==> config.mk <==
export PLATFORM = sky130hd
export DESIGN_NAME = muldiv_ctrl
export DESIGN_NICKNAME = d
export VERILOG_FILES = /design/src/rtl/muldiv_pkg.sv /design/src/rtl/muldiv_step.sv /design/src/rtl/muldiv_ctrl.sv
export SDC_FILE = /design/constraint.sdc
export NUM_CORES = 1
export LEC_CHECK = 0
export ABC_AREA = 1
export CORE_AREA = 2 2 223 225
export DETAILED_ROUTE_END_ITERATION = 8
export DIE_AREA = 0 0 225 227
export PLACE_DENSITY = 0.52
export SLEW_MARGIN = 10
export SYNTH_ARGS = -nofsm -noshare
export SYNTH_HDL_FRONTEND = slang
export SYNTH_HIERARCHICAL = 1
export SYNTH_SLANG_ARGS = --single-unit
==> constraint.sdc <==
create_clock -name clk -period 3.1 [get_ports clk]
set_input_delay 0.31 -clock clk [delete_from_list [all_inputs] [get_ports clk]]
set_output_delay 0.31 -clock clk [all_outputs]
set_load 0.02 [all_outputs]
==> src/rtl/muldiv_pkg.sv <==
// Shared types and constants for the multi-cycle multiply/divide sequencer.
package muldiv_pkg;

   localparam int DEF_WIDTH     = 32;
   localparam int DEF_CNT_WIDTH = 6;

   localparam logic OP_MULT = 1'b0;
   localparam logic OP_DIV  = 1'b1;

   typedef enum logic [1:0] {
      IDLE = 2'd0,
      MUL  = 2'd1,
      DIV  = 2'd2,
      DONE = 2'd3
   } state_t;

endpackage

==> src/rtl/muldiv_step.sv <==
// One iteration of the shift-add multiply or restoring divide on a 2*WIDTH accumulator.
module muldiv_step
   import muldiv_pkg::*;
#(
   parameter int WIDTH = DEF_WIDTH
) (
   input  logic               op,
   input  logic [2*WIDTH-1:0] acc,
   input  logic [WIDTH-1:0]   opnd,
   output logic [2*WIDTH-1:0] acc_next
);

   logic [WIDTH:0] addend_s;
   logic [WIDTH:0] sum_s;
   logic [WIDTH:0] rem_sh_s;
   logic [WIDTH:0] trial_s;

   // Both datapaths are evaluated; op selects which result feeds the accumulator
   always_comb begin
      addend_s = {(WIDTH+1){1'b0}};
      if (acc[0]) begin
         addend_s = {1'b0, opnd};
      end else begin
         addend_s = {(WIDTH+1){1'b0}};
      end
      // Carry of the upper-half add lands in the MSB after the right shift
      sum_s    = {1'b0, acc[2*WIDTH-1:WIDTH]} + addend_s;
      rem_sh_s = acc[2*WIDTH-1:WIDTH-1];
      trial_s  = rem_sh_s - {1'b0, opnd};
      acc_next = {sum_s, acc[WIDTH-1:1]};
      if (op == OP_DIV) begin
         if (!trial_s[WIDTH]) begin
            acc_next = {trial_s[WIDTH-1:0], acc[WIDTH-2:0], 1'b1};
         end else begin
            acc_next = {rem_sh_s[WIDTH-1:0], acc[WIDTH-2:0], 1'b0};
         end
      end else begin
         acc_next = {sum_s, acc[WIDTH-1:1]};
      end
   end

endmodule

==> src/rtl/muldiv_ctrl.sv <==
// MULT/DIV sequencer: WIDTH-step iteration, stall via BusyE, HI/LO written on completion.
// Define MULDIV_SIGNED_EN to honour SignedE (magnitude conversion and result sign fix-up).
module muldiv_ctrl
   import muldiv_pkg::*;
#(
   parameter int WIDTH     = DEF_WIDTH,
   parameter int CNT_width = DEF_CNT_WIDTH
) (
   input  logic             clk,
   input  logic             rst_n,
   input  logic             StartE,
   input  logic             OpE,
   input  logic             SignedE,
   input  logic [WIDTH-1:0] SrcAE,
   input  logic [WIDTH-1:0] SrcBE,
   input  logic             AbortE,
   output logic             BusyE,
   output logic             DoneE,
   output logic [WIDTH-1:0] HI,
   output logic [WIDTH-1:0] LO,
   output logic             DivZero
);

   state_t               state_r, state_n;
   logic [CNT_width-1:0] cnt_r, cnt_n;
   logic [2*WIDTH-1:0]   acc_r, acc_n;
   logic [2*WIDTH-1:0]   step_s;
   logic [WIDTH-1:0]     opnd_r, opnd_n;
   logic                 op_r, op_n;
   logic                 zdiv_r, zdiv_n;
   logic [WIDTH-1:0]     hi_r, hi_n;
   logic [WIDTH-1:0]     lo_r, lo_n;
   logic                 divzero_r, divzero_n;
   logic                 busy_s, done_s;
   logic                 start_s;
   logic [WIDTH-1:0]     a_mag_s, b_mag_s;
   logic [WIDTH-1:0]     res_hi_s, res_lo_s;

   assign start_s = StartE && !AbortE;

   muldiv_step #(.WIDTH(WIDTH)) u_step (
      .op       (op_r),
      .acc      (acc_r),
      .opnd     (opnd_r),
      .acc_next (step_s)
   );

`ifdef MULDIV_SIGNED_EN
   logic neg_res_s, neg_rem_s;
   logic neg_res_r, neg_rem_r;

   // Magnitudes at issue, sign restoration of the finished accumulator
   always_comb begin
      a_mag_s   = SrcAE;
      b_mag_s   = SrcBE;
      neg_res_s = 1'b0;
      neg_rem_s = 1'b0;
      if (SignedE) begin
         if (SrcAE[WIDTH-1]) begin
            a_mag_s = -SrcAE;
         end else begin
            a_mag_s = SrcAE;
         end
         if (SrcBE[WIDTH-1]) begin
            b_mag_s = -SrcBE;
         end else begin
            b_mag_s = SrcBE;
         end
         neg_res_s = SrcAE[WIDTH-1] ^ SrcBE[WIDTH-1];
         neg_rem_s = SrcAE[WIDTH-1];
      end else begin
         neg_res_s = 1'b0;
         neg_rem_s = 1'b0;
      end

      res_hi_s = acc_r[2*WIDTH-1:WIDTH];
      res_lo_s = acc_r[WIDTH-1:0];
      // A zero-divisor result carries the raw dividend and is never sign-adjusted
      if (zdiv_r) begin
         res_hi_s = acc_r[2*WIDTH-1:WIDTH];
      end else if (op_r == OP_MULT) begin
         if (neg_res_r) begin
            {res_hi_s, res_lo_s} = -acc_r;
         end else begin
            {res_hi_s, res_lo_s} = acc_r;
         end
      end else begin
         if (neg_res_r) begin
            res_lo_s = -acc_r[WIDTH-1:0];
         end else begin
            res_lo_s = acc_r[WIDTH-1:0];
         end
         if (neg_rem_r) begin
            res_hi_s = -acc_r[2*WIDTH-1:WIDTH];
         end else begin
            res_hi_s = acc_r[2*WIDTH-1:WIDTH];
         end
      end
   end

   // Result sign flags captured alongside the operands
   always_ff @(posedge clk or negedge rst_n) begin
      if (!rst_n) begin
         neg_res_r <= 1'b0;
         neg_rem_r <= 1'b0;
      end else if (state_r == IDLE && start_s) begin
         neg_res_r <= neg_res_s;
         neg_rem_r <= neg_rem_s;
      end
   end
`else
   logic signed_unused_s;

   assign signed_unused_s = SignedE;
   assign a_mag_s         = SrcAE;
   assign b_mag_s         = SrcBE;
   assign res_hi_s        = acc_r[2*WIDTH-1:WIDTH];
   assign res_lo_s        = acc_r[WIDTH-1:0];
`endif

   // Next-state, datapath update and status outputs
   always_comb begin
      state_n   = state_r;
      cnt_n     = cnt_r;
      acc_n     = acc_r;
      opnd_n    = opnd_r;
      op_n      = op_r;
      zdiv_n    = zdiv_r;
      hi_n      = hi_r;
      lo_n      = lo_r;
      divzero_n = divzero_r;
      busy_s    = 1'b0;
      done_s    = 1'b0;
      case (state_r)
         IDLE: begin
            if (start_s) begin
               cnt_n  = {CNT_width{1'b0}};
               op_n   = OpE;
               zdiv_n = 1'b0;
               if (OpE == OP_DIV) begin
                  opnd_n = b_mag_s;
                  if (SrcBE == {WIDTH{1'b0}}) begin
                     acc_n   = {SrcAE, {WIDTH{1'b1}}};
                     zdiv_n  = 1'b1;
                     state_n = DONE;
                  end else begin
                     acc_n   = {{WIDTH{1'b0}}, a_mag_s};
                     state_n = DIV;
                  end
               end else begin
                  // Multiplier sits in the low half and is consumed LSB first
                  opnd_n  = a_mag_s;
                  acc_n   = {{WIDTH{1'b0}}, b_mag_s};
                  state_n = MUL;
               end
            end else begin
               state_n = IDLE;
            end
         end
         MUL, DIV: begin
            busy_s = 1'b1;
            if (AbortE) begin
               state_n = IDLE;
            end else begin
               acc_n = step_s;
               cnt_n = cnt_r + CNT_width'(1);
               if (cnt_r == CNT_width'(WIDTH - 1)) begin
                  state_n = DONE;
               end else begin
                  state_n = state_r;
               end
            end
         end
         DONE: begin
            busy_s  = 1'b1;
            state_n = IDLE;
            if (!AbortE) begin
               done_s    = 1'b1;
               hi_n      = res_hi_s;
               lo_n      = res_lo_s;
               divzero_n = zdiv_r;
            end else begin
               done_s = 1'b0;
            end
         end
         default: begin
            state_n = IDLE;
         end
      endcase
   end

   // State, counter, accumulator and architectural HI/LO registers
   always_ff @(posedge clk or negedge rst_n) begin
      if (!rst_n) begin
         state_r   <= IDLE;
         cnt_r     <= {CNT_width{1'b0}};
         acc_r     <= {(2*WIDTH){1'b0}};
         opnd_r    <= {WIDTH{1'b0}};
         op_r      <= OP_MULT;
         zdiv_r    <= 1'b0;
         hi_r      <= {WIDTH{1'b0}};
         lo_r      <= {WIDTH{1'b0}};
         divzero_r <= 1'b0;
      end else begin
         state_r   <= state_n;
         cnt_r     <= cnt_n;
         acc_r     <= acc_n;
         opnd_r    <= opnd_n;
         op_r      <= op_n;
         zdiv_r    <= zdiv_n;
         hi_r      <= hi_n;
         lo_r      <= lo_n;
         divzero_r <= divzero_n;
      end
   end

   assign BusyE   = busy_s;
   assign DoneE   = done_s;
   assign HI      = hi_r;
   assign LO      = lo_r;
   assign DivZero = divzero_r;

endmodule

After elaboration in Yosys (flattened, before gate mapping)
Cells that the tools add are included.

storage, ports and cells
  bits in latches = 0
  memory bits (writable) = 0
  output and inout port bits = 67
  memories kept = 0
  bits in read-only memories = 0
  logic and storage cells = 53
  input port bits = 70
  register bits = 171

cells by class
  muxes and demuxes = 23
  reduce and logical (&&, ||, !) cells = 10
  shift operators = 0
  divide/modulo/power cells = 0
  add/subtract/negate cells = 3
  bitwise logic cells = 1
  order comparisons = 0
  multiply operators = 0
  equal/unequal tests = 7

operators by type and width
  operator                                              number
  2-to-1 mux 64 bit                                     6
  one-hot mux 64 bit (2 select lines)                   1
  2-to-1 mux 32 bit                                     2
  adder 32 x 32 -> 33 bit                               1
  subtractor 33 x 32 -> 33 bit                          1
  logical NOT 32 bit                                    1
  2-to-1 mux 6 bit                                      2
  one-hot mux 6 bit (2 select lines)                    1
  2-to-1 mux 2 bit                                      4
  adder 6 x 1 -> 6 bit (second input constant)          1
  equality test 6 x 5 -> 1 bit (second input constant)  1
  2-to-1 mux 1 bit                                      6
  one-hot mux 2 bit (3 select lines)                    1
  equality test 2 bit (second input constant)           2
  inequality test 2 bit (second input constant)         2
  AND reduction 2 bit                                   2
  inequality test 3 bit (second input constant)         1
  AND reduction 3 bit                                   1
  OR reduction 3 bit                                    1
  equality test 2 x 1 -> 1 bit (second input constant)  1
  logical NOT 2 bit                                     1
  nonzero test 2 bit                                    1
  OR reduction 2 bit                                    1
  logical AND 1 bit                                     1
  2 further kinds                                       2

Logic depth before layout (Yosys ltp)
Gate-level depths: netlist (run 1).

  word-level depth = 5
  gate-level depth with buffers = 20
  depth with buffers taken out = 19

Hierarchy
Netlist (run 1), hierarchy kept.

by module, submodules not included
  module       cells an instance  sequential area each (µm²)  area an instance (µm²)  times used
  muldiv_ctrl  1038               4279.1                      8061.5                  1
  muldiv_step  1298               0.0                         6357.3                  1

Worst setup path before layout (run 1)
OpenSTA, ideal clock, no wires.

  path kind = register to register
  start = register acc_r[0]
  end = register acc_r[45]
  slack = 0.513 ns
  buffers on the path = 1
  period minus slack after synthesis = 2.587 ns
  stages on the path, launching flop included = 17
  data arrival time = 2.464 ns
  path through = dfrtp_1 clkbuf_1 nand2_1 inv_1 ha_1 fa_1 nand2_1 nand2_1 o21ai_0 o21ai_0 nand3b_1 nand2_1 or2_2 nand3_1 nand2_1 a21oi_1 a21oi_1

between the ends
  cells in the longest elaborated chain, start to end = 5

RTL lines
  item                                 line                RTL
  start, declared                      muldiv_ctrl.sv:26   logic [2*WIDTH-1:0] acc_r, acc_n;
  start signal, assigned               muldiv_ctrl.sv:197  acc_r <= {(2*WIDTH){1'b0}};
  start signal, assigned               muldiv_ctrl.sv:207  acc_r <= acc_n;
  2-to-1 mux 32 bit                    muldiv_step.sv:21   if (acc[0]) begin
  adder 32 x 32 -> 33 bit              muldiv_step.sv:27   sum_s = {1'b0, acc[2*WIDTH-1:WIDTH]} + addend_s;
  2-to-1 mux 64 bit                    muldiv_step.sv:31   if (op == OP_DIV) begin
  via step_s[45]                       muldiv_ctrl.sv:27   logic [2*WIDTH-1:0] step_s;
  2-to-1 mux 64 bit                    muldiv_ctrl.sv:162  if (AbortE) begin
  one-hot mux 64 bit (2 select lines)  muldiv_ctrl.sv:134  case (state_r)

The timed path passes the listed nets, and every way through them passes these cells. The select of a mux whose other input is x is not followed.
A chain may end at the register's enable or synchronous reset.

Final worst setup path (run 1)
  start = register acc_r[32]
  end = register acc_r[59]

between the ends
  cells in the longest elaborated chain, start to end = 5
  elaborated cells between the ends (all ways) = 6
  classes of those cells = add/sub (2); mux (4)

RTL lines
  item                                   line                RTL
  subtractor 33 x 32 -> 33 bit           muldiv_step.sv:29   trial_s = rem_sh_s - {1'b0, opnd};
  2-to-1 mux 64 bit                      muldiv_step.sv:32   if (!trial_s[WIDTH]) begin
  2-to-1 mux 64 bit *                    muldiv_step.sv:31
  via step_s[59]                         muldiv_ctrl.sv:27
  2-to-1 mux 64 bit *                    muldiv_ctrl.sv:162
  one-hot mux 64 bit (2 select lines) *  muldiv_ctrl.sv:134

The timed path passes the listed nets; every way through them passes the cells marked *. The select of a mux whose other input is x is not followed.

==> results.sh, run 1 <==
export IMPL_status="complete, no violations"
export IMPL_arrival_ns=3.30
export IMPL_worstSetupPathType="reg -> reg"
export IMPL_fp_dieW_um=225
export IMPL_clock_sinks=171
export IMPL_cts_max_level=4
export IMPL_hold_viol_final=0
export IMPL_maxSlewHeadroom_pct=39.36
export IMPL_core_sq_um=48550
export IMPL_synth_seq_cells=171
export IMPL_syn_area_per_cell_sq_um=6.172
export IMPL_start_kind="flip-flop"
export IMPL_fillers=5326
export IMPL_skew_ns=0.01641
export IMPL_busiest_layer="met2"
export IMPL_grt_pass1_wl_um=87220
export IMPL_cp_max_fo=5
export IMPL_synthCells=2336
export IMPL_synth_edf_count=0
export IMPL_diodes=0
export IMPL_die_area_sq_um=51080
export IMPL_cp_end_kind="flip-flop"
export IMPL_seqCellArea_sq_um=4280
export IMPL_fin_crit_ns=2.895
export IMPL_cts_tree="done"
export IMPL_drive_gt1_share_pct=6.812
export IMPL_rr_worst_depth=17
export IMPL_dp_hpwl_um=43780
export IMPL_multi_input_area_sq_um=8424
export IMPL_totalWireLength_um=56100
export IMPL_cpMostUsedCell="nand2_1"
export IMPL_clk_pin_slew_ns=0.08
export IMPL_cts_buffers=17
export IMPL_via_per_inst=4.978
export IMPL_synthArstFlopShare_pct=100.0
export IMPL_grt_use_met1_pct=30.32
export IMPL_syn_nets=2476
export IMPL_grt_setup_unrepaired="no"
export IMPL_synth_flop_cell="dfrtp_1"
export IMPL_globalRouteOverflowTotal=0
export IMPL_path_delay_family="simple AND/OR/NAND/NOR gates"
export IMPL_routedWlPerCell_um=18.08
export IMPL_final_setup_tns_ns=0
export IMPL_vias=15446
export IMPL_insertion_delay_ns=0.48
export IMPL_cts_root_buf="clkbuf_16"
export IMPL_path_cells="ha_1 -> fa_1 -> nand2_1 -> nand2_1 -> o21ai_0 -> inv_1 -> nand2_1 -> nand2_1 -> nand2_1 -> nand2_1 -> nand3_1 -> nand2_1 -> nand2_1 -> nand3_1 -> nand2_1 -> a21oi_1 -> a21oi_1"
export IMPL_ys_seq_area_share_pct=29.68
export IMPL_first_iter_violations=1212
export IMPL_critPathMaxStageDelay_ns=0.47
export IMPL_drv_cap=0
export IMPL_dpl_instance_area_sq_um=16690
export IMPL_final_max_slew_viol_count=0
export IMPL_netlist_area_sq_um=14420
export IMPL_r2r_setup_slack_ns=0.20
export IMPL_drc=0
export IMPL_grt_use_met2_pct=37.11
export IMPL_hold_class="in -> async"
export IMPL_cp_slowest_cell="fa_1"
export IMPL_max_freq_mhz=345.4
export IMPL_cts_setup_buffers=0
export IMPL_grt_max_degree=100
export IMPL_grt_use_total_pct=22.28
export IMPL_finalSetupViolCount=0
export IMPL_finalCritPeriodShare_pct=93.40
export IMPL_grt_pass1_vias=15166
export IMPL_firstDrtPassIters=5
export IMPL_rows=81
export IMPL_area_growth_pct=20.16
export IMPL_crit_cells=17
export IMPL_nets=2608
export IMPL_synth_warnings=6
export IMPL_grt_use_met3_pct=2.401
export IMPL_num_io_pins=137
export IMPL_portBuffers=135
export IMPL_gp_congestion=0.9665
export IMPL_max_clock_path_buffers=2
export IMPL_fin_area_sq_um=17330
export IMPL_cp_num_buf_inv=1
export IMPL_start_util_pct=29.70
export IMPL_die_h_um=227
export IMPL_synth_cell_types=50
export IMPL_antenna_found_initial=0
export IMPL_ant_nets=0
export IMPL_worst_slew_pin_slew_ns=0.9096
export IMPL_crit_required_ns=3.50
[per-stage QoR]
stage                     worst slack, ns  util (%)  std cells  hold WS [ns]
after floorplan                    0.5132         -       2336       0.01441
final                              0.2046     35.69       3103        0.4149
after global routing              0.02519     35.69       3103        0.4821
after detailed placement           0.1502     34.37       3070        0.3956
after CTS                          0.1285     35.66       3103        0.4320
after global placement             0.1674     34.37       3070        0.3900
[final cells by class]
| class | instances | area share [%] |
|---|---|---|
| multi-input cells | 1734 | 48.62 |
| flip-flops and latches | 171 | 24.71 |
| repair buffers | 206 | 11.32 |
| inverters | 338 | 7.323 |
| well taps | 622 | 4.492 |
| clock buffers | 17 | 2.455 |
| clock inverters | 15 | 1.083 |
[timing repair]
action,4_1_cts,5_1_grt
setup endpoints to repair,0,11
gates resized for setup,0,3
endpoints found under the hold margin,72,0
hold buffers,1,0
[worst paths after layout]
kind                                  startpoint               endpoint
setup / recovery           acc_r[32]$_DFFE_PN0P_  acc_r[59]$_DFFE_PN0P_
hold reg to reg               LO[15]$_DFFE_PN0P_     LO[15]$_DFFE_PN0P_
min in group clk                             OpE       op_r$_DFFE_PN0P_
max in group asynchronous                  rst_n      LO[2]$_DFFE_PN0P_
setup reg to reg           acc_r[32]$_DFFE_PN0P_  acc_r[59]$_DFFE_PN0P_
hold / removal                             rst_n     LO[26]$_DFFE_PN0P_
[registers in the layout (all words and copies together), names as in the netlist]
register / flops
acc_r: 64
HI: 32
LO: 32
opnd_r: 32
cnt_r: 6
state_r: 2
DivZero: 1
op_r: 1
zdiv_r: 1
[synth_stat cells, types with 2 or more instances]
library cell / count / area (sq um)
nand2_4: 4 / 45.04
nor3_1: 14 / 70.07
o21ai_0: 126 / 630.6
inv_2: 7 / 26.28
nand3_4: 2 / 35.03
nand4_1: 16 / 100.1
buf_2: 22 / 110.1
nand2_8: 2 / 40.04
o21ai_1: 2 / 10.01
o21bai_1: 8 / 60.06
clkbuf_8: 2 / 27.53
fa_1: 2 / 40.04
nand3_2: 7 / 70.07
nand2_2: 21 / 131.4
buf_4: 11 / 82.58
buf_6: 2 / 22.52
nor4_1: 2 / 12.51
nand3_1: 196 / 980.9
xnor2_1: 9 / 78.83
a21boi_0: 2 / 15.01
xor2_1: 8 / 70.07
dfrtp_1: 171 / 4279
ha_1: 68 / 850.8
buf_1: 10 / 37.54
or2_2: 8 / 50.05
nand2_1: 793 / 2977
a21oi_1: 226 / 1131
clkbuf_1: 44 / 165.2
inv_1: 330 / 1239
and2_1: 6 / 37.54
o21a_1: 5 / 37.54
nor2_2: 2 / 12.51
a21o_1: 4 / 30.03
nor2_1: 174 / 653.1
nand3b_1: 15 / 112.6
[kinds of logic (layout without fill, tap and decap cells)]
| logic type | Yosys count | after routing | synth area share (%) |
|---|---|---|---|
| adders and majority gates | 70 | 70 | 6.178 |
| AOI/OAI and AO/OA | 381 | 381 | 13.79 |
| xor gates and xnor gates | 17 | 17 | 1.033 |
| buffers and inverters | 431 | 576 | 12.13 |
| DFF | 171 | 171 | 29.68 |
| and+or+nand+nor | 1266 | 1266 | 37.19 |
[placed cells by master (no fill, tap or decap), types with 8 or more instances in the layout]
| cell type | count |
|---|---|
| nand2_1 | 792 |
| inv_1 | 329 |
| a21oi_1 | 226 |
| nand3_1 | 196 |
| nor2_1 | 173 |
| dfrtp_1 | 170 |
| clkdlybuf4s50_1 | 133 |
| o21ai_0 | 126 |
| ha_1 | 67 |
| buf_4 | 64 |
| nand2_2 | 22 |
| clkbuf_16 | 17 |
| nand4_1 | 16 |
| nand3b_1 | 15 |
| nor3_1 | 13 |
| xnor2_1 | 9 |
| inv_2 | 8 |
| xor2_1 | 8 |
| o21bai_1 | 8 |
| or2_2 | 8 |
[metal layers]
metal	vias to the layer above	part of all wire, %	wire length, um
met5	-	0	0
met2	403	46	25660
li1	7643	-	-
met4	0	2.7	1520
met1	7326	47	26510
met3	74	4.3	2412
Power of run 1 is left out: the tool's default activity adds up to more than one toggle a clock period on the data nets, which glitch-free logic cannot reach.
==> run 2, diff against run 1 <==
PLACE_DENSITY = 0.54   (was 0.52)
==> results.sh, run 2 (synthesized netlist as in run 1, its figures left out) <==
export IMPL_hold_class="in -> async"
export IMPL_antenna_found_initial=0
export IMPL_finalPower_uw=23870
export IMPL_grt_pass1_wl_um=85910
export IMPL_powerDensity_nw_per_um2=1386
export IMPL_ant_nets=0
export IMPL_dp_hpwl_um=43690
export IMPL_maxSlewHeadroom_pct=39.22
export IMPL_fin_crit_ns=2.869
export IMPL_cts_root_buf="clkbuf_16"
export IMPL_ir_drop_mv=0.5792
export IMPL_diodes=0
export IMPL_cp_end_kind="flip-flop"
export IMPL_die_h_um=227
export IMPL_core_sq_um=48550
export IMPL_cts_setup_buffers=0
export IMPL_power_frac_comb_pct=72.0
export IMPL_worstSetupPathType="reg -> reg"
export IMPL_start_kind="flip-flop"
export IMPL_final_max_slew_viol_count=0
export IMPL_rows=81
export IMPL_final_cell_mix="nand2_1 (792), inv_1 (328), a21oi_1 (224)"
export IMPL_cts_max_level=4
export IMPL_cts_buffers=17
export IMPL_largest_register="acc_r"
export IMPL_fp_dieW_um=225
export IMPL_grt_pass1_vias=14878
export IMPL_gp_congestion=0.9386
export IMPL_globalRouteOverflowTotal=0
export IMPL_crit_required_ns=3.45
export IMPL_hold_viol_final=0
export IMPL_skew_ns=0.008950
export IMPL_grt_use_total_pct=21.93
export IMPL_fillers=5268
export IMPL_clock_sinks=171
export IMPL_p_int_uw=10630
export IMPL_finalCritPeriodShare_pct=92.55
export IMPL_worst_slew_pin_slew_ns=0.9117
export IMPL_start_util_pct=29.70
export IMPL_drive_gt1_share_pct=6.521
export IMPL_arrival_ns=3.22
export IMPL_num_io_pins=137
export IMPL_vias=15342
export IMPL_drc=0
export IMPL_swShare_pct=55.45
export IMPL_largest_reg_flops=64
export IMPL_whs_ns=0.3331
export IMPL_finalSetupViolCount=0
export IMPL_firstDrtPassIters=5
export IMPL_cp_max_fo=18
export IMPL_clkPwrFrac_pct=9.3
export IMPL_grt_setup_unrepaired="no"
export IMPL_clk_pin_slew_ns=0.07
export IMPL_routedWlPerCell_um=17.85
export IMPL_grt_max_degree=100
export IMPL_leakagePower_uw=0.009134
export IMPL_max_clock_path_buffers=2
export IMPL_portBuffers=135
export IMPL_cts_tree="done"
export IMPL_via_per_inst=4.963
export IMPL_max_freq_mhz=348.6
export IMPL_totalWireLength_um=55190
export IMPL_multi_input_area_sq_um=8442
export IMPL_first_iter_violations=1321
export IMPL_p_sw_uw=13240
export IMPL_insertion_delay_ns=0.47
export IMPL_final_setup_tns_ns=0
export IMPL_status="complete, no violations"
export IMPL_die_area_sq_um=51080
export IMPL_area_growth_pct=19.47
export IMPL_seqCellArea_sq_um=4280
export IMPL_drv_cap=0
export IMPL_pwr_share_seq_pct=18.6
export IMPL_nets=2597
export IMPL_final_common_cell="nand2_1"
## run 2: changes by cell type in the layout (fill, tap and decap cells not counted), sizes merged
cell | previous run | this run
clkbuf | 18 | 19
bufinv | 3 | 2
inv | 342 | 340
buf | 71 | 61
## run 2: what timing repair did
item / 4_1_cts / 5_1_grt
gates resized for setup: 0 / 8
endpoints found under the hold margin: 46 / 0
endpoints found under the setup margin: 0 / 16
hold buffers: 1 / 0
## run 2: path summary, 6_finish.rpt
check	from	to	slack, ns	cells after the start
max in group asynchronous	rst_n	acc_r[44]$_DFFE_PN0P_	1.91	3
worst min register to register	HI[12]$_DFFE_PN0P_	HI[12]$_DFFE_PN0P_	0.48	2
min in group clk	OpE	op_r$_DFFE_PN0P_	0.33	3
worst max-delay path	acc_r[31]$_DFFE_PN0P_	acc_r[63]$_DFFE_PN0P_	0.23	19
worst max register to register	acc_r[31]$_DFFE_PN0P_	acc_r[63]$_DFFE_PN0P_	0.23	19
worst min-delay path	rst_n	acc_r[26]$_DFFE_PN0P_	0.33	2
## run 2: layout make-up
class / count / area share (%)
Multi-Input combinational cell: 1734 / 49.01
Sequential cell: 171 / 24.85
Timing Repair Buffer: 195 / 10.89
Inverter: 338 / 7.365
Tap cell: 622 / 4.518
Clock buffer: 19 / 2.571
Clock inverter: 12 / 0.8062
## run 2: power by group through the flow
stage	Clock [uW]	Combinational (uW)	Sequential (uW)
after CTS	2300	17000	4450
after global placement	0	16800	4480
final	2220	17200	4450
after detailed placement	0	16900	4480
after global routing	2390	19200	4590
after floorplan	0	11300	4590
## run 2: critical path: stages (launching register included)
cell,delay [ns]
dfrtp_1,0.38
inv_2,0.09
ha_1,0.24
fa_1,0.43
inv_1,0.13
nand2_1,0.06
nand2_1,0.07
nand3_1,0.08
nand2_2,0.10
nand2_2,0.05
nand2_2,0.09
nand2_4,0.09
nand2_4,0.11
nand2_8,0.11
nand2_8,0.18
nand3_1,0.16
nand2_1,0.10
nand2_1,0.05
a21oi_1,0.13
a21oi_1,0.08
## run 2: metrics by stage
stage	area (sq um)	worst slack, ns	utilization (%)	std cells
after floorplan	14420	0.5132	-	2336
after global placement	16600	0.1243	34.20	3059
after detailed placement	16600	0.1260	34.20	3059
after CTS	17190	0.1094	35.42	3091
after global routing	17230	0.01074	35.49	3091
final	17230	0.2310	35.49	3091
## run 2: routing by layer
layer  global-route usage [%]  share of wire (%)
met5                        0                  0
met1                    30.11                 47
met2                    36.09                 46
met3                    2.426                4.4
met4                    6.986                2.6
No activity file was read; power rests on OpenSTA's default activity.
